$ cat src/rtl/updown_sweep_ctrl.sv
// rtl/updown_sweep_ctrl.sv - triangular lo->hi->lo sweep sequencer driving an up/down count
// Runs a latched number of sweeps with busy/done/err status for a host controller.
module updown_sweep_ctrl #(
  parameter int WIDTH   = 4,
  parameter int SWEEP_W = 8
) (
  input  logic               clk,
  input  logic               reset,
  input  logic               start,
  input  logic               abort,
  input  logic               pause,
  input  logic [WIDTH-1:0]   lo,
  input  logic [WIDTH-1:0]   hi,
  input  logic [SWEEP_W-1:0] sweeps,
  output logic [WIDTH-1:0]   count,
  output logic               upordown,
  output logic               busy,
  output logic               done,
  output logic               err
);

  typedef enum logic [1:0] {IDLE, UP, DOWN, DONE} state_t;

  localparam logic [SWEEP_W-1:0] ONE_SWEEP = {{(SWEEP_W-1){1'b0}}, 1'b1};

  state_t             state;
  logic [WIDTH-1:0]   lo_l;
  logic [WIDTH-1:0]   hi_l;
  logic [SWEEP_W-1:0] remaining;

  always_ff @(posedge clk) begin
    if (reset) begin
      state     <= IDLE;
      count     <= '0;
      upordown  <= 1'b1;
      busy      <= 1'b0;
      done      <= 1'b0;
      err       <= 1'b0;
      lo_l      <= '0;
      hi_l      <= '0;
      remaining <= '0;
    end else begin
      done <= 1'b0;
      err  <= 1'b0;
      case (state)
        IDLE: begin
          if (start) begin
            if (lo >= hi) begin
              err <= 1'b1;
            end else begin
              lo_l      <= lo;
              hi_l      <= hi;
              remaining <= (sweeps == '0) ? ONE_SWEEP : sweeps;
              count     <= lo;
              upordown  <= 1'b1;
              busy      <= 1'b1;
              state     <= UP;
            end
          end
        end
        UP, DOWN: begin
          if (abort) begin
            busy  <= 1'b0;
            state <= IDLE;
          end else if (!pause) begin
            if (state == UP) begin
              // Turning at equality means count can never wrap past hi.
              if (count == hi_l) begin
                count    <= hi_l - 1'b1;
                upordown <= 1'b0;
                state    <= DOWN;
              end else begin
                count <= count + 1'b1;
              end
            end else begin
              if (count != lo_l) begin
                count <= count - 1'b1;
              end else if (remaining > ONE_SWEEP) begin
                remaining <= remaining - 1'b1;
                count     <= lo_l + 1'b1;
                upordown  <= 1'b1;
                state     <= UP;
              end else begin
                busy  <= 1'b0;
                done  <= 1'b1;
                state <= DONE;
              end
            end
          end
        end
        DONE: begin
          state <= IDLE;
        end
        default: begin
          state <= IDLE;
        end
      endcase
    end
  end

endmodule

$ cat config.mk
export PLATFORM = sky130hd
export DESIGN_NAME = updown_sweep_ctrl
export DESIGN_NICKNAME = d
export VERILOG_FILES = /design/src/rtl/updown_sweep_ctrl.sv
export SDC_FILE = /design/constraint.sdc
export NUM_CORES = 1
export LEC_CHECK = 0
export CELL_PAD_IN_SITES_DETAIL_PLACEMENT = 1
export CELL_PAD_IN_SITES_GLOBAL_PLACEMENT = 1
export CORE_MARGIN = 3
export CORE_UTILIZATION = 41
export DETAILED_ROUTE_END_ITERATION = 8
export GPL_TIMING_DRIVEN = 0
export PLACE_DENSITY_LB_ADDON = 0.1
export SLEW_MARGIN = 10
export SYNTH_ARGS = -nofsm -noshare
export SYNTH_HDL_FRONTEND = slang
export SYNTH_SLANG_ARGS = --single-unit
$ cat constraint.sdc
create_clock -name clk -period 3.1 [get_ports clk]
set_input_delay 0.465 -clock clk [delete_from_list [all_inputs] [get_ports clk]]
set_output_delay 0.465 -clock clk [all_outputs]
set_load 0.02 [all_outputs]
=== Word level (Yosys, flattened, before mapping) ===
Cells that the tools add are included.

* Logic and storage cells: 98
* Input port bits: 21
* Output and inout port bits: 8
* Bits in registers: 26

* Eq/ne operators: 22
* Bitwise logic cells: 4
* Add/subtract/negate cells: 5
* Reductions and logical operators: 12
* Muxes and demuxes: 44
* Order comparisons: 2

{| class="wikitable"
|+ Operators by type and width
! operator !! number
|-
| 8-bit two-way mux || 8
|-
| 4-bit two-way mux || 8
|-
| 3-bit != test (second input constant) || 7
|-
| 2-bit two-way mux || 8
|-
| 8-bit case mux with 2 select lines || 1
|-
| 8-bit AND reduction || 2
|-
| 1-bit two-way mux || 15
|-
| 2-bit != test (second input constant) || 7
|-
| 4-bit != test (second input constant) || 3
|-
| 4-bit by 1-bit adder with 4-bit output (second input constant) || 2
|-
| 8-bit by 1-bit > comparator with 1-bit output (second input constant) || 1
|-
| 8-bit logical NOT || 1
|-
| 4-bit case mux with 2 select lines || 1
|-
| 4-bit by 1-bit subtractor with 4-bit output (second input constant) || 2
|-
| 8-bit by 1-bit subtractor with 8-bit output (second input constant) || 1
|-
| 7-bit AND reduction || 1
|-
| 2-bit case mux with 3 select lines || 1
|-
| 6-bit AND reduction || 1
|-
| 6-bit OR reduction || 1
|-
| 5-bit AND reduction || 1
|-
| 2-bit equality test (second input constant) || 2
|-
| 4-bit equality test || 1
|-
| 4-bit >= comparator || 1
|-
| 4-bit != test || 1
|-
| other kinds (8) || 12
|}

=== Longest topological paths before layout ===
Gate-level depths: netlist (run 1).

* Word-level depth: 7
* Mapped depth: 8
* Mapped depth without buffers: 7

=== Least setup slack after synthesis (run 1) ===
OpenSTA, ideal clock, no wires.

* Kind: in2reg
* From: input port lo[0]
* To: register remaining[7]
* Path buffers: 1
* Stages on the path: 8
* Arrival time: 2.311 ns
* Path slack: 0.657 ns
* Setup time: 0.132 ns
* Required time: 2.968 ns
* Cell sequence: inv_1 ha_1 nand2b_1 a2111oi_0 o21ai_1 clkbuf_1 a211oi_1 o32ai_1

* Word-level cells in the longest chain between the ends: 3

{| class="wikitable"
|+ Ends and longest elaborated chain
! what !! line !! RTL
|-
| from (decl) || 12 || <nowiki>input logic [WIDTH-1:0] lo,</nowiki>
|-
| 4-bit >= comparator || 48 || <nowiki>if (lo >= hi) begin</nowiki>
|-
| 2-bit != test (no source line) || n/a ||
|-
| 8-bit AND reduction (no source line) || n/a ||
|-
| to (signal assigned) || 53 || <nowiki>remaining <= (sweeps == '0) ? ONE_SWEEP : sweeps;</nowiki>
|-
| to (signal assigned) || 79 || <nowiki>remaining <= remaining - 1'b1;</nowiki>
|-
| to (decl) || 29 || <nowiki>logic [SWEEP_W-1:0] remaining;</nowiki>
|}

No other way between the ends.
A chain may end at the register's enable or synchronous reset.

=== Worst setup path in the final report (run 1) ===
Ends and elaborated chain as after synthesis.

==> results.py, run 1 <==
metrics = {
    "route": {
        "dr.pass1.iters": 4,
        "drt.antenna.violating_nets": 0,
        "drtIter0Drc": 97,
        "vias": 1959,
        "drt_wl_total_um": 6050,
        "drc": 0,
        "wl_per_cell_um": 18.2,
        "viasPerCell": 5.88,
    },
    "place": {
        "dpl.hpwl_um": 4690,
        "dp_slack_ns": -0.509,
        "portBuffers": 28,
        "dp_cells": 329,
        "place.gp.congestion": 0.858,
        "placed_area_mm2": 0.00237,
    },
    "worst_setup_path": {
        "critPathMaxFanout": 10,
        "cp-start-kind": "input pin",
        "worstSetupPathType": "input pin to flop",
        "required_ns": 3.25,
        "crit_buf_inv": 3,
        "critPathSlowestCell": "a2111oi_2",
        "worstPathCellList": "clkdlybuf4s50_1 -> inv_1 -> ha_1 -> nand2b_1 -> a2111oi_2 -> o21ai_2 -> clkbuf_2 -> a211oi_1 -> o32ai_1",
        "endpoint_kind": "flop",
        "max_stage_delay_ns": 0.52,
        "crit_family": "compound AO/OA/AOI/OAI gates",
        "arrival_ns": 2.98,
    },
    "synth": {
        "yosys-top-cells-count": "dfxtp_1, nor2_1, inv_1",
        "synth_warnings": 0,
        "yosys.area.top_type": "dfxtp_1",
        "synthCells": 236,
        "synth_top_cell_area_share_pct": 25.9,
        "yosysSeqAreaShare_pct": 25.9,
        "synth-main-ff-cell": "dfxtp_1",
        "synth.area.top_cells": "dfxtp_1, ha_1, mux2i_1",
        "yosysMostFrequentCell": "dfxtp_1",
        "synth_edf_count": 0,
        "netlist-cell-type-count": 53,
        "syn_nets": 271,
        "synthArstFlopShare_pct": 0,
        "avgSynthCellArea_um2": 8.51,
        "syn-cell-area_mm2": 0.00201,
        "synth.ff_latch_count": 26,
    },
    "pwr": {
        "p_leak_nw": 0.973,
        "p_int_w": 0.00106,
        "p_comb_share_pct": 63.7,
        "p_sw_w": 0.000967,
        "clkPwrFrac_pct": 11.6,
        "seqPwrFrac_pct": 24.7,
        "peakVddDrop_uv": 299,
        "p_per_area_mw_per_mm2": 831,
        "sw_frac_of_total_pct": 47.8,
    },
    "finish": {
        "diodes": 0,
        "drive_above_1_share_pct": 7.46,
        "nets": 304,
        "finalInstanceArea_mm2": 0.00244,
        "area_growth_pct": 21.3,
        "stdcell_count": 333,
    },
    "global_routing": {
        "antenna_found_initial": 0,
        "overflow": 0,
        "grtUsageTotal_pct": 21.1,
        "grt_pass1_vias": 2021,
        "grt_max_degree": 15,
        "grt_pass1_wl_um": 9960,
    },
    "sta": {
        "fmax_mhz": 353,
        "rsz0062_at_grt": "false",
        "finalCritPeriodShare_pct": 91.3,
        "tightest_slew_ns": 0.847,
        "period_minus_slack_ns": 2.83,
        "relSlewSlack_pct": 43.0,
        "fin_worst_skew_ns": 0.00582,
        "hold_viol": 0,
        "report.final.setup_viol": 0,
        "fin_ws_ns": 0.269,
        "drv_slew": 0,
        "setup-tns-final_ns": 0,
    },
    "worst_hold_path": {
        "min-delay-path-class": "flop to flop",
    },
    "clock_network": {
        "cts_buffers": 3,
        "cts_tree": "built",
        "clock_sink_count": 26,
        "cts_buffer_depth": 2,
        "clock_latency_ns": 0.28,
        "cts_setup_buffers": 0,
        "cts.clk_slew.worst_paths_ns": 0.10,
        "cts_root_buf": "clkbuf_8",
        "htree_num_levels": 1,
    },
    "die": {
        "core_mm2": 0.00453,
        "std_cell_rows": 24,
        "start_util_pct": 44.3,
        "dieArea_mm2": 0.00577,
        "die_y_um": 76.0,
        "die_x_um": 76.0,
        "pin_count": 29,
    },
    "job": {
        "maxCapViolations": 0,
    },
    "run_status": {
        "outcome": "finished, final reports clean",
    },
}
[per-layer routing]
layer	share of wire, %	up-vias	GRT usage (%)
li1	-	945	-
met1	49	965	29.7
met2	46	45	34.6
met3	4.1	4	2.48
met4	0.63	0	4.35
met5	0	-	0
[path summary, 6_finish.rpt]
| check | end | from | cells after the start | slack, ns |
|---|---|---|---|---|
| min | busy$_SDFFE_PP0P_ | busy$_SDFFE_PP0P_ | 1 | 0.51 |
| max | remaining[7]$_SDFFE_PP0P_ | lo[0] | 9 | 0.27 |
| min reg2reg | busy$_SDFFE_PP0P_ | busy$_SDFFE_PP0P_ | 1 | 0.51 |
| max reg2reg | remaining[7]$_SDFFE_PP0P_ | count[2]$_SDFFE_PP0P_ | 7 | 0.55 |
[stage by stage]
step / utilization, % / total power [W] / hold WS, ns
3_5_place_dp: 52.3 / 0.00177 / 0.487
6_report: 53.7 / 0.00202 / 0.508
3_3_place_gp: 52.3 / 0.00175 / 0.483
5_1_grt: 53.7 / 0.00216 / 0.521
2_1_floorplan: - / 0.00141 / 0.455
4_1_cts: 53.5 / 0.00201 / 0.511
[final cells by class]
class	instances	area, um^2
Multi-Input combinational cell	182	1390
Clock buffer	4	55.1
Timing Repair Buffer	28	280
Fill cell	569	2100
Sequential cell	26	520
Buffer	10	38.8
Inverter	18	67.6
Tap cell	65	81.3
[layout by cell type, fill, tap and decap left out, drive strengths merged, types with 2 or more instances in the layout]
cell type,netlist,routed
clkdlybuf4s50,0,28
dfxtp,26,26
nor2,21,21
inv,18,18
mux2i,17,17
ha,14,14
clkbuf,9,13
nand2,12,12
xnor2,11,11
nor3,11,11
a211oi,9,9
a21oi,9,9
o21ai,6,6
xor2,5,5
nand2b,4,4
nor4,4,4
and3,4,4
or4,4,4
nand4,3,3
nor2b,3,3
nand3,3,3
a32o,3,3
o32ai,3,3
o221a,3,3
a31oi,3,3
o21a,2,2
a22oi,2,2
mux2,2,2
a311o,2,2
o211ai,2,2
o2bb2ai,2,2
[sequential cells by signal (all words and copies together) (netlist names)]
register,cells
remaining,8
lo_l,4
count,4
err,1
upordown,1
state,2
hi_l,4
busy,1
done,1
[logic make-up after synthesis]
logic type / synth area share [%]
AND/OR/NAND/NOR: 19.4
AO/OA/AOI/OAI: 24.1
buffers and inverters: 5.23
flip-flops: 25.9
multiplexers: 9.59
XOR/XNOR: 6.98
adder cells (fa/ha/maj): 8.72
[worst register-to-register path, stage by stage (launching register included)]
cell and delay (ns):
dfxtp_1 0.35, clkbuf_1 0.36, xnor2_1 0.19, and4_1 0.21, clkbuf_1 0.45, a31oi_2 0.31
a21o_1 0.30, o32ai_1 0.30
[what timing repair did]
item	CTS	global route
resized for setup	2	2
hold buffers	0	0
pin swaps	0	0
endpoints found under the setup margin	10	9
[power by group through the flow]
stage | sequential, W | combinational, W | clock (W)
after floorplan | 0.000517 | 0.000893 | 0
after global placement | 0.000501 | 0.00125 | 0
after detailed placement | 0.000506 | 0.00127 | 0
after CTS | 0.000497 | 0.00127 | 0.000237
after global routing | 0.000510 | 0.00141 | 0.000248
final | 0.000499 | 0.00129 | 0.000235
No activity file was read; power rests on OpenSTA's default activity.
==> run 2: changes to the inputs <==
--- a/config.mk
+++ b/config.mk
@@ -5,10 +5,11 @@
 export SDC_FILE = /design/constraint.sdc
 export NUM_CORES = 1
 export LEC_CHECK = 0
+export ABC_AREA = 1
 export CELL_PAD_IN_SITES_DETAIL_PLACEMENT = 1
 export CELL_PAD_IN_SITES_GLOBAL_PLACEMENT = 1
 export CORE_MARGIN = 3
-export CORE_UTILIZATION = 41
+export CORE_UTILIZATION = 38
 export DETAILED_ROUTE_END_ITERATION = 8
 export GPL_TIMING_DRIVEN = 0
 export PLACE_DENSITY_LB_ADDON = 0.1
==> run 2 against run 1 <==
Effect of this change:
- global-route usage fell by 0.18 points
- synthesized cell count rose by 41%
- routed wire length fell by 0.31%
- fmax rose by 18%
- synthesized area rose by 2.7%
- worst setup slack improved by 0.43 ns
- critical path type unchanged
==> results.py, run 2 <==
metrics = {
    "sta": {
        "relSlewSlack_pct": 66.0,
        "hold_viol": 0,
        "tightest_slew_ns": 0.510,
        "finalCritPeriodShare_pct": 77.4,
        "report.final.setup_viol": 0,
        "fin_worst_skew_ns": 0.00712,
        "period_minus_slack_ns": 2.40,
        "fmax_mhz": 417,
        "fin_ws_ns": 0.701,
        "drv_slew": 0,
        "setup-tns-final_ns": 0,
        "rsz0062_at_grt": "false",
    },
    "die": {
        "dieArea_mm2": 0.00635,
        "start_util_pct": 39.9,
        "std_cell_rows": 26,
        "core_mm2": 0.00517,
        "die_y_um": 79.7,
        "die_x_um": 79.7,
        "pin_count": 29,
    },
    "finish": {
        "ff_latch_area_um2": 520,
        "finalInstanceArea_mm2": 0.00248,
        "regMostFlops": "remaining",
        "drive_above_1_share_pct": 8.22,
        "multi_input_area_mm2": 0.00132,
        "diodes": 0,
        "n_fill_cell": 702,
        "nets": 401,
        "area_growth_pct": 20.5,
        "layout_common_cells": "nand2_1, nor2_1, inv_1",
        "final_common_cell": "nand2_1",
        "largest_register_ffs": 8,
    },
    "global_routing": {
        "grt_max_degree": 15,
        "grtUsageTotal_pct": 20.9,
        "grt_pass1_vias": 2271,
        "grt_pass1_wl_um": 10600,
        "overflow": 0,
        "antenna_found_initial": 0,
    },
    "synth": {
        "yosysMostFrequentCell": "nand2_1",
        "synth_edf_count": 0,
        "synth_top_cell_area_share_pct": 25.2,
        "netlist-cell-type-count": 29,
        "synthArstFlopShare_pct": 0,
        "synth-main-ff-cell": "dfxtp_1",
        "yosysSeqAreaShare_pct": 25.2,
        "yosys.area.top_type": "dfxtp_1",
        "synth.area.top_cells": "dfxtp_1, nand2_1, ha_1",
        "synthCells": 333,
        "avgSynthCellArea_um2": 6.19,
        "yosys-top-cells-count": "nand2_1, nor2_1, inv_1",
        "synth_warnings": 0,
        "syn_nets": 368,
        "synth.ff_latch_count": 26,
        "syn-cell-area_mm2": 0.00206,
    },
    "worst_setup_path": {
        "worstPathCellList": "clkdlybuf4s50_1 -> ha_1 -> a21oi_1 -> nand3_2 -> nand2_1 -> nand3_1 -> nor2_2 -> buf_6 -> nand2_1 -> nand2_1 -> a21oi_1",
        "worstSetupPathType": "input pin to flop",
        "cp-start-kind": "input pin",
        "max_stage_delay_ns": 0.50,
        "reg2reg_from": "state[0]$_SDFFE_PP0P_",
        "cp_common_cell": "nand2_1",
        "endpoint_kind": "flop",
        "critPathSlowestCell": "clkdlybuf4s50_1",
        "required_ns": 3.26,
        "arrival_ns": 2.56,
        "critPathMaxFanout": 10,
        "startpoint": "lo[3]",
        "crit_family": "simple AND/OR/NAND/NOR gates",
        "reg2reg_slack_ns": 1.04,
        "crit_buf_inv": 2,
    },
    "clock_network": {
        "htree_num_levels": 1,
        "cts_buffer_depth": 2,
        "cts_tree": "built",
        "cts.clk_slew.worst_paths_ns": 0.09,
        "post_cts_resized": 0,
        "cts_buffers": 3,
        "clock_sink_count": 26,
        "clock_latency_ns": 0.27,
        "cts_root_buf": "clkbuf_8",
        "postCtsHoldBufs": 0,
        "cts_setup_buffers": 0,
    },
    "route": {
        "vias": 2193,
        "drt_wl_total_um": 6030,
        "drc": 0,
        "dr.pass1.iters": 4,
        "drtIter0Drc": 83,
        "wl_per_cell_um": 13.9,
        "drt.antenna.violating_nets": 0,
        "viasPerCell": 5.04,
    },
    "pwr": {
        "p_per_area_mw_per_mm2": 725,
        "peakVddDrop_uv": 282,
        "p_leak_nw": 1.19,
    },
    "worst_hold_path": {
        "min-delay-path-class": "flop to flop",
        "hold_start": "upordown$_SDFFE_PP1P_",
    },
    "place": {
        "portBuffers": 28,
        "dpl.hpwl_um": 4830,
        "dp_slack_ns": 0.410,
        "placed_area_mm2": 0.00243,
        "place.gp.congestion": 0.830,
    },
    "job": {
        "maxCapViolations": 0,
    },
    "run_status": {
        "outcome": "finished, final reports clean",
    },
}
run 2: cell count changes after synthesis, sizes merged, moves of 4 or more:
cell / change
and3: -4
inv: +26
nand2: +83
mux2i: -17
o21ai: +17
nor3: -5
clkbuf: -6
nor2: +28
or4: -4
nand3: +28
xnor2: -7
nand2b: -4
a211oi: -9
buf: +6
run 2: metrics by stage:
step	instances	hold WS [ns]	utilization (%)	total power [W]
after floorplan	333	0.450	-	0.00129
after global placement	431	0.447	47.0	0.00156
after detailed placement	431	0.449	47.0	0.00159
after CTS	435	0.470	48.0	0.00182
after global routing	435	0.518	48.0	0.00200
final	435	0.463	48.0	0.00180
run 2: cells by family after synthesis:
family / count (synthesis) / share of synthesized area (%)
simple gates: 190 / 41.6
buf+inv: 54 / 10.7
compound gates: 40 / 10.1
flops: 26 / 25.2
fa+ha+maj: 14 / 8.50
xor+xnor: 9 / 3.82
run 2: where the power goes:
group	switching (W)	internal, W	total, W
registers	0.0000823	0.000412	0.000495
clock network	0.000107	0.000114	0.000221
logic	0.000683	0.000403	0.00109
run 2: cell type report:
| type | instances | area share, % |
|---|---|---|
| multi-input cells | 253 | 53.1 |
| flip-flops and latches | 26 | 20.9 |
| repair buffers | 28 | 11.3 |
| inverters | 44 | 6.65 |
| well taps | 70 | 3.52 |
| plain buffers | 10 | 2.27 |
| clock buffers | 4 | 2.22 |
run 2: worst register-to-register path: stages (launching register included):
cell	delay (ns)
dfxtp_1	0.42
inv_1	0.07
ha_1	0.30
buf_2	0.20
o21ai_0	0.13
nand2_1	0.08
a21oi_1	0.25
nand3_2	0.20
inv_1	0.15
nand3_1	0.09
nand2_1	0.06
inv_1	0.04
run 2: layer usage:
layer	vias to the layer above	share of wire [%]	GRT usage, %
li1	1121	-	-
met1	1035	49	27.9
met2	31	48	36.3
met3	6	2.2	1.81
met4	0	1.1	4.47
met5	-	0	0
run 2: path summary, 6_finish.rpt:
kind,end,depth (start not counted)
max,remaining[0]$_SDFFE_PP0P_,11
min,upordown$_SDFFE_PP1P_,2
max reg2reg,count[2]$_SDFFE_PP0P_,11
min reg2reg,upordown$_SDFFE_PP1P_,2
